[src/rtl/serial_divider_pkg.sv]
// Shared definitions for the serial sign-magnitude divider: FSM state encodings
// and the step-counter width helper.
package serial_divider_pkg;

  localparam logic [1:0] ST_IDLE = 2'd0;
  localparam logic [1:0] ST_CALC = 2'd1;
  localparam logic [1:0] ST_DONE = 2'd2;

  // Wide enough to count the 2*mag_w restoring steps.
  function automatic int step_cnt_w(input int mag_w);
    return $clog2(2 * mag_w + 1);
  endfunction

endpackage

[src/rtl/serial_divider_div_step.sv]
// One combinational restoring-division step: shift in the next dividend bit and
// subtract the divisor magnitude when the shifted partial remainder is large enough.
module div_step
  import serial_divider_pkg::*;
#(
  parameter int MAG_W = 3
) (
  input  logic [MAG_W-1:0] rem,
  input  logic             din,
  input  logic [MAG_W-1:0] dmag,
  output logic [MAG_W-1:0] rem_next,
  output logic             qbit
);

  logic [MAG_W:0] trial;

  // rem < dmag on entry, so trial - dmag always fits back into MAG_W bits.
  always_comb begin
    trial    = {rem, din};
    qbit     = (trial >= {1'b0, dmag});
    rem_next = qbit ? (trial[MAG_W-1:0] - dmag) : trial[MAG_W-1:0];
  end

endmodule

[src/rtl/serial_divider.sv]
// Sequential sign-magnitude restoring divider, one quotient bit per clock.
// Optional SERIAL_DIV_ONE_BYPASS_EN: a divisor magnitude of 1 skips the step loop.
module serial_divider
  import serial_divider_pkg::*;
#(
  parameter int MAG_W = 3
) (
  input  logic             clk,
  input  logic             rst,
  input  logic             in_valid,
  output logic             in_ready,
  input  logic [2*MAG_W:0] dividend,
  input  logic [MAG_W:0]   divisor,
  output logic             out_valid,
  input  logic             out_ready,
  output logic [2*MAG_W:0] quotient,
  output logic [MAG_W:0]   remainder,
  output logic             div_by_zero
);

  localparam int N  = 2 * MAG_W;
  localparam int CW = step_cnt_w(MAG_W);
  localparam logic [CW-1:0] LAST_STEP = CW'(N - 1);
`ifdef SERIAL_DIV_ONE_BYPASS_EN
  localparam logic [MAG_W-1:0] MAG_ONE = MAG_W'(1);
`endif

  // Handshakes: a transfer happens on a posedge where valid && ready are both high;
  // the producer holds valid and data until that edge, ready never depends on valid.
  logic [1:0]       state;
  logic [CW-1:0]    cnt;
  logic [N-1:0]     work;
  logic [MAG_W-1:0] rem;
  logic [MAG_W-1:0] dmag;
  logic             qsign;
  logic             nsign;
  logic [MAG_W-1:0] rem_next;
  logic             qbit;

  assign in_ready  = (state == ST_IDLE);
  assign out_valid = (state == ST_DONE);

  // A zero magnitude never carries a sign.
  function automatic logic [N:0] sm_q(input logic s, input logic [N-1:0] m);
    return {s & (|m), m};
  endfunction

  function automatic logic [MAG_W:0] sm_r(input logic s, input logic [MAG_W-1:0] m);
    return {s & (|m), m};
  endfunction

  div_step #(.MAG_W(MAG_W)) u_step (
    .rem      (rem),
    .din      (work[N-1]),
    .dmag     (dmag),
    .rem_next (rem_next),
    .qbit     (qbit)
  );

  // work holds the dividend magnitude; it shifts left each step and the
  // quotient bits fill in from the bottom.
  always_ff @(posedge clk) begin
    if (rst) begin
      state       <= ST_IDLE;
      cnt         <= '0;
      work        <= '0;
      rem         <= '0;
      dmag        <= '0;
      qsign       <= 1'b0;
      nsign       <= 1'b0;
      quotient    <= '0;
      remainder   <= '0;
      div_by_zero <= 1'b0;
    end else begin
      case (state)
        ST_IDLE: begin
          if (in_valid) begin
            work        <= dividend[N-1:0];
            rem         <= '0;
            cnt         <= '0;
            dmag        <= divisor[MAG_W-1:0];
            qsign       <= dividend[N] ^ divisor[MAG_W];
            nsign       <= dividend[N];
            div_by_zero <= 1'b0;
            if (divisor[MAG_W-1:0] == '0) begin
              state       <= ST_DONE;
              div_by_zero <= 1'b1;
              quotient    <= {1'b0, {N{1'b1}}};
              remainder   <= '0;
            end
`ifdef SERIAL_DIV_ONE_BYPASS_EN
            else if (divisor[MAG_W-1:0] == MAG_ONE) begin
              state     <= ST_DONE;
              quotient  <= sm_q(dividend[N] ^ divisor[MAG_W], dividend[N-1:0]);
              remainder <= '0;
            end
`endif
            else begin
              state <= ST_CALC;
            end
          end
        end
        ST_CALC: begin
          work <= {work[N-2:0], qbit};
          rem  <= rem_next;
          cnt  <= cnt + 1'b1;
          if (cnt == LAST_STEP) begin
            state     <= ST_DONE;
            quotient  <= sm_q(qsign, {work[N-2:0], qbit});
            remainder <= sm_r(nsign, rem_next);
          end
        end
        ST_DONE: begin
          if (out_ready) begin
            state <= ST_IDLE;
          end
        end
        default: state <= ST_IDLE;
      endcase
    end
  end

endmodule
[config.mk]
export PLATFORM = sky130hd
export DESIGN_NAME = serial_divider
export DESIGN_NICKNAME = d
export VERILOG_FILES = /design/src/rtl/serial_divider_pkg.sv /design/src/rtl/serial_divider_div_step.sv /design/src/rtl/serial_divider.sv
export SDC_FILE = /design/constraint.sdc
export NUM_CORES = 1
export LEC_CHECK = 0
export BUFFER_PORTS_ARGS = -buffer_cell sky130_fd_sc_hd__buf_2
export CELL_PAD_IN_SITES_DETAIL_PLACEMENT = 1
export CELL_PAD_IN_SITES_GLOBAL_PLACEMENT = 1
export CORE_AREA = 2 2 65 67
export DETAILED_ROUTE_END_ITERATION = 8
export DIE_AREA = 0 0 67 69
export GPL_TIMING_DRIVEN = 0
export HOLD_SLACK_MARGIN = 0.1
export MAX_ROUTING_LAYER = met4
export PLACE_DENSITY_LB_ADDON = 0.1
export SLEW_MARGIN = 20
export SYNTH_ARGS = -nofsm -noshare
export SYNTH_HDL_FRONTEND = slang
export SYNTH_HIERARCHICAL = 1
export SYNTH_SLANG_ARGS = --single-unit
[constraint.sdc]
create_clock -name clk -period 3.06 [get_ports clk]
set_clock_uncertainty 0.05 [all_clocks]
set_input_delay 0.612 -clock clk [delete_from_list [all_inputs] [get_ports clk]]
set_output_delay 0.612 -clock clk [all_outputs]
set_load 0.05 [all_outputs]
==> results of run 1 <==
-- final timing paths --
check	start	end
max	work[5]	remainder[3]
min	div_by_zero	div_by_zero
min reg2reg	div_by_zero	div_by_zero
max reg2reg	work[5]	remainder[3]
-- where the power goes --
group / internal (mW) / switching (mW)
sequential: 0.426 / 0.0187
combinational: 0.0717 / 0.106
clock: 0.263 / 0.160
total: 0.761 / 0.284
-- worst reg2reg max path, delay by kind of cell (launching register included) --
family / cells / cell delay, ns
DFF: 1 / 0.33
AOI/OAI and AO/OA: 3 / 0.80
buffers and inverters: 1 / 0.07
muxes: 2 / 0.45
adders and majority gates: 2 / 0.61
-- state kept, by name, summed over array words and instances (netlist names) --
register and count:
nsign 1, cnt 3, dmag 3, work 6, remainder 4, state 2, quotient 7, rem 3
qsign 1, div_by_zero 1
-- layer usage --
metal,GRT usage,vias to the layer above,routed length [um]
li1,-,668,-
met1,0.2296,635,1799
met2,0.3355,30,2071
met3,0.06036,7,173
met4,0.07029,0,64
met5,-,-,0
-- cell families (layout without fill, tap and decap cells) --
logic type,Yosys count,count (layout)
muxes,5,5
AOI/OAI and AO/OA,36,36
adders and majority gates,6,6
buffers and inverters,19,55
xor gates and xnor gates,3,3
and+or+nand+nor,73,73
DFF,31,31
-- area by class of cell --
cell class                      count  area, um^2  share of cell area
Clock buffer                        6       82.58             0.04438
Clock inverter                      2       35.03             0.01883
Inverter                            5       18.77             0.01009
Buffer                             14       88.84             0.04775
Timing Repair Buffer               28       140.1             0.07532
Multi-Input combinational cell    123       812.0              0.4365
Tap cell                           50       62.56             0.03362
Sequential cell                    31       620.6              0.3336
-- layout by cell type, fill, tap and decap left out, types with 6 or more instances in the layout --
master    netlist  final
dfxtp_1        31     31
clkbuf_8        0      6
buf_2           5     33
a311oi_1        6      6
a21oi_1        12     12
nor2_1         21     21
nand2_1        28     28
a211oi_2        6      6
==> results.py, run 1 <==
metrics = {
    "clocking": {
        "clock_latency_ns": 0.28,
        "cts_tree": "yes",
        "cts-hold-fix-buffers": 0,
        "h-tree-depth": 2,
        "root_buffer": "clkbuf_8",
        "clk_pin_slew_ns": 0.07,
        "ctsResizeCount": 0,
        "cts.sinks": 31,
        "cts_buffer_depth": 2,
        "post_cts_buffers": 0,
        "cts_made_buffers": 5,
    },
    "synthesis": {
        "synth_top_family_by_area": "simple AND/OR/NAND/NOR gates",
        "yosys.area_share.adder": 0.05361,
        "synth_async_sr_flop_share": 0,
        "synth.area.mux_share": 0.03574,
        "syn_nets": 194,
        "synth_warnings": 6,
        "post_synth_and_or_nand_nor_area_fraction": 0.2340,
        "synth.largest_area_cell": "dfxtp_1",
        "ys_types": 39,
        "synth_top_cells_by_count": "dfxtp_1 (31), nand2_1 (28), nor2_1 (21)",
        "yosysMostFrequentCell": "dfxtp_1",
        "avgSynthCellArea_um2": 8.903,
        "synth_flop_cell": "dfxtp_1",
        "netlist.area_leader.share": 0.4029,
        "synth_seq_cells": 31,
        "synthTopCellsByArea": "dfxtp_1 (40%), nand2_1 (6.8%), nor2_1 (5.1%)",
        "synth_seq_area_share": 0.4029,
        "synth_edf_count": 0,
        "synth-compound-area-share": 0.1868,
        "netlist_area_um2": 1540,
        "synth_xor_area_frac": 0.01706,
        "synthCells": 173,
    },
    "timing": {
        "setup-violations-final": 0,
        "min_period_ns": 2.454,
        "max_slew.worst_pin.slew_ns": 0.7033,
        "fmax_mhz": 407.5,
        "fin_tns_setup_ns": 0,
        "slew_headroom": 0.5312,
        "final_hold_viol_count": 0,
        "timing.final.crit_share": 0.8019,
        "fin_ws_ns": 0.6061,
        "grt_setup_unrepaired": "false",
        "holdWs_ns": 0.4067,
        "slew_viol_final": 0,
    },
    "power": {
        "p_total_mw": 1.045,
        "leakage_nw": 0.7754,
        "ir_drop_uv": 249.7,
        "power.density_nw_per_um2": 561.7,
    },
    "setup_path": {
        "crit_chain": "inv_1 -> ha_1 -> fa_1 -> a21bo_1 -> a211o_4 -> mux2_4 -> o311ai_0 -> mux2i_1",
        "worstPathArrival_ns": 2.55,
        "reg2regPathDepth": 8,
        "slowest_stage": "fa_1",
        "cp_num_buf_inv": 1,
        "worst-path-stages": 8,
        "cpPeakStageDelay_ns": 0.41,
        "path_class": "reg -> reg",
        "crit_required_ns": 3.16,
        "path_max_fanout": 6,
        "critPathTopFamily": "compound AO/OA/AOI/OAI gates",
        "r2r_slack_ns": 0.61,
        "critPathCaptureType": "flip-flop",
        "start_kind": "flip-flop",
    },
    "place": {
        "dpl_cell_area_um2": 1743,
        "dp.cells": 251,
        "port_buffers": 28,
        "pre_cts_ws_ns": 0.5699,
        "dp_hpwl_um": 3055,
        "gp_congestion": 0.8033,
    },
    "cells_and_area": {
        "num_antenna_cells": 0,
        "fin_nets": 229,
        "fin_util": 0.4754,
        "layout-drive-gt1-share": 0.2727,
        "syn_to_final_growth_pct": 20.80,
        "stdcell_area_um2": 1861,
        "final_cells": 259,
        "nFillCells": 483,
    },
    "global_routing": {
        "grt_pass1_vias": 1435,
        "grt_max_degree": 11,
        "grt_usage": 0.2032,
        "grt_pass1_wl_um": 6906,
        "grt_overflow": 0,
        "antenna_found_initial": 0,
    },
    "drt": {
        "ant_nets": 0,
        "viasPerCell": 5.174,
        "drt-pass1-iter-count": 4,
        "vias": 1340,
        "routedWlPerCell_um": 15.86,
        "drc": 0,
        "drtIter0Drc": 61,
        "drt-total-wl_um": 4109,
    },
    "die": {
        "core_um2": 3914,
        "rows": 23,
        "design.die.area_um2": 4623,
        "start_util": 0.3935,
        "die_w_um": 67,
        "die_y_um": 69,
        "io_pins": 29,
    },
    "run_status": {
        "status": "finished, final reports clean",
    },
    "hold_path": {
        "hold_class": "reg -> reg",
        "hold_path_depth": 2,
    },
    "job": {
        "maxCapViolations": 0,
    },
}
Power figures use the tool's default switching activity.
==> run 2, diff against run 1 <==
Settings changed: ABC_AREA set to 1, CORE_AREA 2 2 65 67 to 2 2 68 70, DIE_AREA 0 0 67 69 to 0 0 70 72.
Clock period 3.06 ns to 2.6 ns, I/O delays scaled along.
==> results.py, run 2 <==
metrics = {
    "run_status": {
        "status": "finished, final reports clean",
    },
    "cells_and_area": {
        "num_antenna_cells": 0,
        "final_cells": 327,
        "fin_util": 0.4428,
        "fin_nets": 295,
        "top_regs": "quotient: 7 flops, work: 6 flops, remainder: 4 flops",
        "layout-drive-gt1-share": 0.1891,
        "mostFrequentLayoutCell": "nand2_1",
        "stdcell_area_um2": 1888,
        "largest-register": "quotient",
        "syn_to_final_growth_pct": 18.08,
        "final_cell_mix": "nand2_1 (61), inv_1 (43), nor2_1 (34)",
        "largest_reg_flops": 7,
    },
    "synthesis": {
        "synth_warnings": 6,
        "synthCells": 239,
        "synthTopCellsByArea": "dfxtp_1 (39%), nand2_1 (14%), inv_1 (10%)",
        "netlist_area_um2": 1599,
        "synth_flop_cell": "dfxtp_1",
        "ys_types": 25,
        "synth_xor_area_frac": 0.01095,
        "synth_seq_area_share": 0.3881,
        "synth_edf_count": 0,
        "avgSynthCellArea_um2": 6.691,
        "synth-compound-area-share": 0.1025,
        "post_synth_and_or_nand_nor_area_fraction": 0.3200,
        "yosys.area_share.adder": 0.05164,
        "synth_top_family_by_area": "simple AND/OR/NAND/NOR gates",
        "netlist.area_leader.share": 0.3881,
        "synth_async_sr_flop_share": 0,
        "synth.largest_area_cell": "dfxtp_1",
        "syn_nets": 260,
        "synth.area.mux_share": 0,
        "yosysMostFrequentCell": "nand2_1",
        "synth_top_cells_by_count": "nand2_1 (61), inv_1 (43), nor2_1 (34)",
        "synth_seq_cells": 31,
    },
    "power": {
        "ir_drop_uv": 240.9,
        "leakage_nw": 0.9733,
        "p_total_mw": 1.453,
        "power.density_nw_per_um2": 769.6,
    },
    "timing": {
        "fmax_mhz": 500.4,
        "slew_headroom": 0.6245,
        "fin_ws_ns": 0.6014,
        "setup-violations-final": 0,
        "timing.final.crit_share": 0.7687,
        "holdWs_ns": 0.4074,
        "grt_setup_unrepaired": "false",
        "final_hold_viol_count": 0,
        "fin_tns_setup_ns": 0,
        "max_slew.worst_pin.slew_ns": 0.5633,
        "slew_viol_final": 0,
        "min_period_ns": 1.999,
    },
    "place": {
        "dp.cells": 319,
        "pre_cts_ws_ns": 0.6134,
        "dpl_cell_area_um2": 1804,
        "dp_hpwl_um": 3004,
        "port_buffers": 28,
        "gp_congestion": 0.7255,
    },
    "global_routing": {
        "antenna_found_initial": 0,
        "grt_usage": 0.1837,
        "grt_pass1_wl_um": 7003,
        "grt_max_degree": 11,
        "grt_overflow": 0,
        "grt_pass1_vias": 1515,
    },
    "setup_path": {
        "cpPeakStageDelay_ns": 0.41,
        "worstPathArrival_ns": 2.18,
        "crit_top_cell": "nand2_1",
        "slowest_stage": "fa_1",
        "crit_required_ns": 2.78,
        "critPathTopFamily": "simple AND/OR/NAND/NOR gates",
        "startpoint": "work[5]",
        "critPathCaptureType": "flip-flop",
        "r2r_start": "work[5]",
        "path_class": "reg -> reg",
        "crit_chain": "inv_1 -> ha_1 -> fa_1 -> inv_1 -> nand2_1 -> nand3_2 -> nand2_1 -> nand2_1 -> nor2_1 -> nand2_1 -> nand3_1 -> nand3_1 -> nand2_1 -> nor2_1",
        "start_kind": "flip-flop",
        "cp_num_buf_inv": 2,
        "path_max_fanout": 5,
    },
    "die": {
        "die_y_um": 72,
        "design.die.area_um2": 5040,
        "rows": 24,
        "die_w_um": 70,
        "io_pins": 29,
        "core_um2": 4264,
        "start_util": 0.3750,
    },
    "clocking": {
        "cts.sinks": 31,
        "ctsResizeCount": 0,
        "cts-hold-fix-buffers": 0,
        "cts_tree": "yes",
        "h-tree-depth": 2,
        "post_cts_buffers": 0,
        "clk_pin_slew_ns": 0.07,
        "cts_made_buffers": 5,
        "root_buffer": "clkbuf_8",
        "cts_buffer_depth": 2,
        "clock_latency_ns": 0.30,
    },
    "hold_path": {
        "hold_class": "reg -> reg",
        "hp-start": "qsign",
    },
    "drt": {
        "drtIter0Drc": 89,
        "viasPerCell": 4.645,
        "drt-total-wl_um": 3943,
        "vias": 1519,
        "ant_nets": 0,
        "drt-pass1-iter-count": 3,
        "drc": 0,
        "routedWlPerCell_um": 12.06,
    },
    "job": {
        "maxCapViolations": 0,
    },
}
## run 2: cell count changes after synthesis, sizes merged, moves of 7 or more
cell	change
a211oi	-7
o21ai	+14
nand4	+8
nand2	+35
inv	+39
nor2	+16
## run 2: power by group
group / switching [mW] / internal, mW / leakage [nW] / total (mW)
registers: 0.0360 / 0.532 / 0.255 / 0.568
logic: 0.356 / 0.150 / 0.671 / 0.506
clock network: 0.196 / 0.183 / 0.0477 / 0.379
total: 0.588 / 0.865 / 0.973 / 1.45
## run 2: layout make-up
type,instances,area (um^2)
buffer,6,37.54
clock buffer,5,68.82
clock inverter,3,15.01
fill,573,2376
inverter,44,165.2
multi-input combinational,158,775.7
sequential,31,620.6
tap,52,65.06
timing repair buffer,28,140.1
## run 2: cells by family (layout without fill, tap and decap cells)
family | Yosys count | count (layout)
xor gates and xnor gates | 2 | 2
and+or+nand+nor | 118 | 118
DFF | 31 | 31
buffers and inverters | 50 | 86
adders and majority gates | 6 | 6
AOI/OAI and AO/OA | 32 | 32
## run 2: worst paths after layout
kind	slack, ns	end	cells past startpoint
worst max-delay path	0.60	remainder[3]	14
worst min-delay path	0.41	qsign	2
worst max register to register	0.60	remainder[3]	14
worst min register to register	0.41	qsign	2
## run 2: layer usage
metal,vias to the layer above,track usage,routed length [um]
li1,804,-,-
met1,680,0.2353,1994
met2,28,0.2783,1720
met3,7,0.05000,160
met4,0,0.07051,68
met5,-,-,0
## run 2: worst min-delay path, cell delays in order (launching register included)
cell	delay, ns
dfxtp_1	0.30
inv_1	0.06
a21oi_1	0.06
==> run 3, diff against run 2 <==
Settings changed: ABC_AREA 1 to 0, CORE_AREA 2 2 68 70 to 2 2 65 67, DIE_AREA 0 0 70 72 to 0 0 67 69.
Clock period 2.6 ns to 1.9 ns, I/O delays scaled along.
==> results.py, run 3 (synthesis gave the netlist of run 1 again) <==
metrics = {
    "run_status": {
        "status": "finished with violations",
        "violations": "setup timing",
    },
    "place": {
        "dp_hpwl_um": 3005,
        "dp.cells": 251,
        "port_buffers": 28,
        "dpl_cell_area_um2": 1760,
        "gp_congestion": 0.7272,
    },
    "setup_path": {
        "r2r_start": "work[5]",
        "r2r-end": "remainder[3]",
        "r2r_slack_ns": -0.24,
        "reg2regPathDepth": 8,
        "start_kind": "flip-flop",
        "cpPeakStageDelay_ns": 0.36,
        "path_class": "reg -> reg",
        "crit_chain": "inv_2 -> ha_4 -> fa_2 -> a21bo_1 -> a211o_4 -> mux2_4 -> o311ai_4 -> mux2i_1",
        "critPathTopFamily": "compound AO/OA/AOI/OAI gates",
        "slowest_stage": "a211o_4",
        "worstPathArrival_ns": 2.24,
        "critPathCaptureType": "flip-flop",
        "crit_required_ns": 2.00,
        "cp_num_buf_inv": 1,
        "path_max_fanout": 4,
        "startpoint": "work[5]",
    },
    "timing": {
        "slew_viol_final": 0,
        "fin_tns_setup_ns": -1.038,
        "timing.final.crit_share": 1.126,
        "min_period_ns": 2.140,
        "final_hold_viol_count": 0,
        "fmax_mhz": 467.2,
        "max_slew.worst_pin.slew_ns": 0.7095,
        "grt_setup_unrepaired": "true",
        "slew_headroom": 0.5270,
        "fin_ws_ns": -0.2403,
        "setup-violations-final": 9,
    },
    "cells_and_area": {
        "layout-drive-gt1-share": 0.3535,
        "nFillCells": 490,
        "register_area_um2": 625.6,
        "largest-register": "quotient",
        "final_cell_mix": "buf_2 (33), nand2_1 (27), dfxtp_1 (27)",
        "stdcell_area_um2": 1963,
        "largest_reg_flops": 7,
        "final_cells": 265,
        "fin_nets": 235,
        "syn_to_final_growth_pct": 27.46,
        "multiInputGateArea_um2": 893.4,
        "num_antenna_cells": 0,
        "top_regs": "quotient: 7 flops, work: 6 flops, remainder: 4 flops",
        "mostFrequentLayoutCell": "buf_2",
    },
    "global_routing": {
        "grt_overflow": 0,
        "antenna_found_initial": 0,
        "grt_pass1_vias": 1482,
        "grt_max_degree": 11,
        "grt_usage": 0.2020,
        "grt_pass1_wl_um": 7051,
    },
    "drt": {
        "routedWlPerCell_um": 15.65,
        "drtIter0Drc": 28,
        "viasPerCell": 5.226,
        "vias": 1385,
        "ant_nets": 0,
        "drt-total-wl_um": 4147,
        "drc": 0,
        "drt-pass1-iter-count": 4,
    },
    "hold_path": {
        "hold_class": "in -> reg",
        "hp-start": "divisor[1]",
        "hold_path_end": "dmag[1]",
        "hold_path_depth": 3,
    },
    "power": {
        "leakage_nw": 0.7838,
        "power.density_nw_per_um2": 801.3,
        "ir_drop_uv": 391.7,
    },
    "clocking": {
        "cts.sinks": 31,
        "h-tree-depth": 2,
        "cts_buffer_depth": 2,
        "cts_made_buffers": 5,
        "clock_latency_ns": 0.27,
        "clk_pin_slew_ns": 0.06,
        "cts_tree": "yes",
        "cts-hold-fix-buffers": 0,
        "root_buffer": "clkbuf_8",
    },
    "die": {
        "rows": 23,
        "die_w_um": 67,
        "die_y_um": 69,
        "io_pins": 29,
        "start_util": 0.3935,
        "design.die.area_um2": 4623,
        "core_um2": 3914,
    },
    "job": {
        "maxCapViolations": 0,
    },
}
[run 3: changes by cell type in the layout (fill, tap and decap cells not counted), moves of 5 or more]
| cell | delta |
|---|---|
| nand2_1 | -34 |
| nand4_1 | -8 |
| nand2b_1 | +5 |
| nor2_1 | -15 |
| o21ai_0 | -14 |
| a211oi_2 | +6 |
| buf_4 | +8 |
| a311oi_1 | +5 |
| inv_1 | -39 |
[run 3: how the worst max path moves through the flow]
| stage | to | cells after the start |
|---|---|---|
| after CTS | remainder[3] | 8 |
| after detailed placement | remainder[3] | 8 |
| after global routing | remainder[3] | 8 |
| after global placement | remainder[3] | 8 |
| after floorplan | remainder[3] | 8 |
| final | remainder[3] | 8 |
[run 3: cell type report]
class	instances	area share
repair buffers	34	0.09815
inverters	5	0.009560
flip-flops and latches	31	0.3187
clock buffers	7	0.03888
plain buffers	14	0.04525
clock inverters	1	0.002549
multi-input cells	123	0.4551
well taps	50	0.03187
[run 3: routing by layer]
metal,track usage,share of wire
met5,-,0
met4,0.05442,0.019
met3,0.04405,0.031
met2,0.3410,0.52
met1,0.2382,0.43
[run 3: tightest hold or removal path: cells and delay by family]
| family | cells | cell delay [ns] |
|---|---|---|
| AND/OR/NAND/NOR | 1 | 0.05 |
| buffers and inverters | 1 | 0.10 |
| AO/OA/AOI/OAI | 1 | 0.05 |
[run 3: power breakdown]
part	leakage, nW	internal [mW]	switching, mW	total [mW]
Sequential	0.255	0.687	0.0348	0.722
Combinational	0.487	0.158	0.206	0.364
Clock	0.0422	0.257	0.231	0.487
Total	0.784	1.10	0.471	1.57
[run 3: metrics by stage]
stage	setup WS, ns	hold slack (ns)	power (mW)	util
2_1_floorplan	-0.1335	0.3863	0.9383	-
3_3_place_gp	-0.3502	0.3924	1.011	0.4498
3_5_place_dp	-0.3665	0.4007	1.022	0.4498
4_1_cts	-0.2485	0.2867	1.569	0.4942
5_1_grt	-0.2987	0.3031	1.650	0.5016
6_report	-0.2403	0.3010	1.573	0.5016
[run 3: repair_timing]
| action | in CTS | in global routing |
|---|---|---|
| resized for setup | 10 | 7 |
| setup buffers | 5 | 2 |
| pin swaps | 2 | 3 |
| setup endpoints to repair | 8 | 10 |
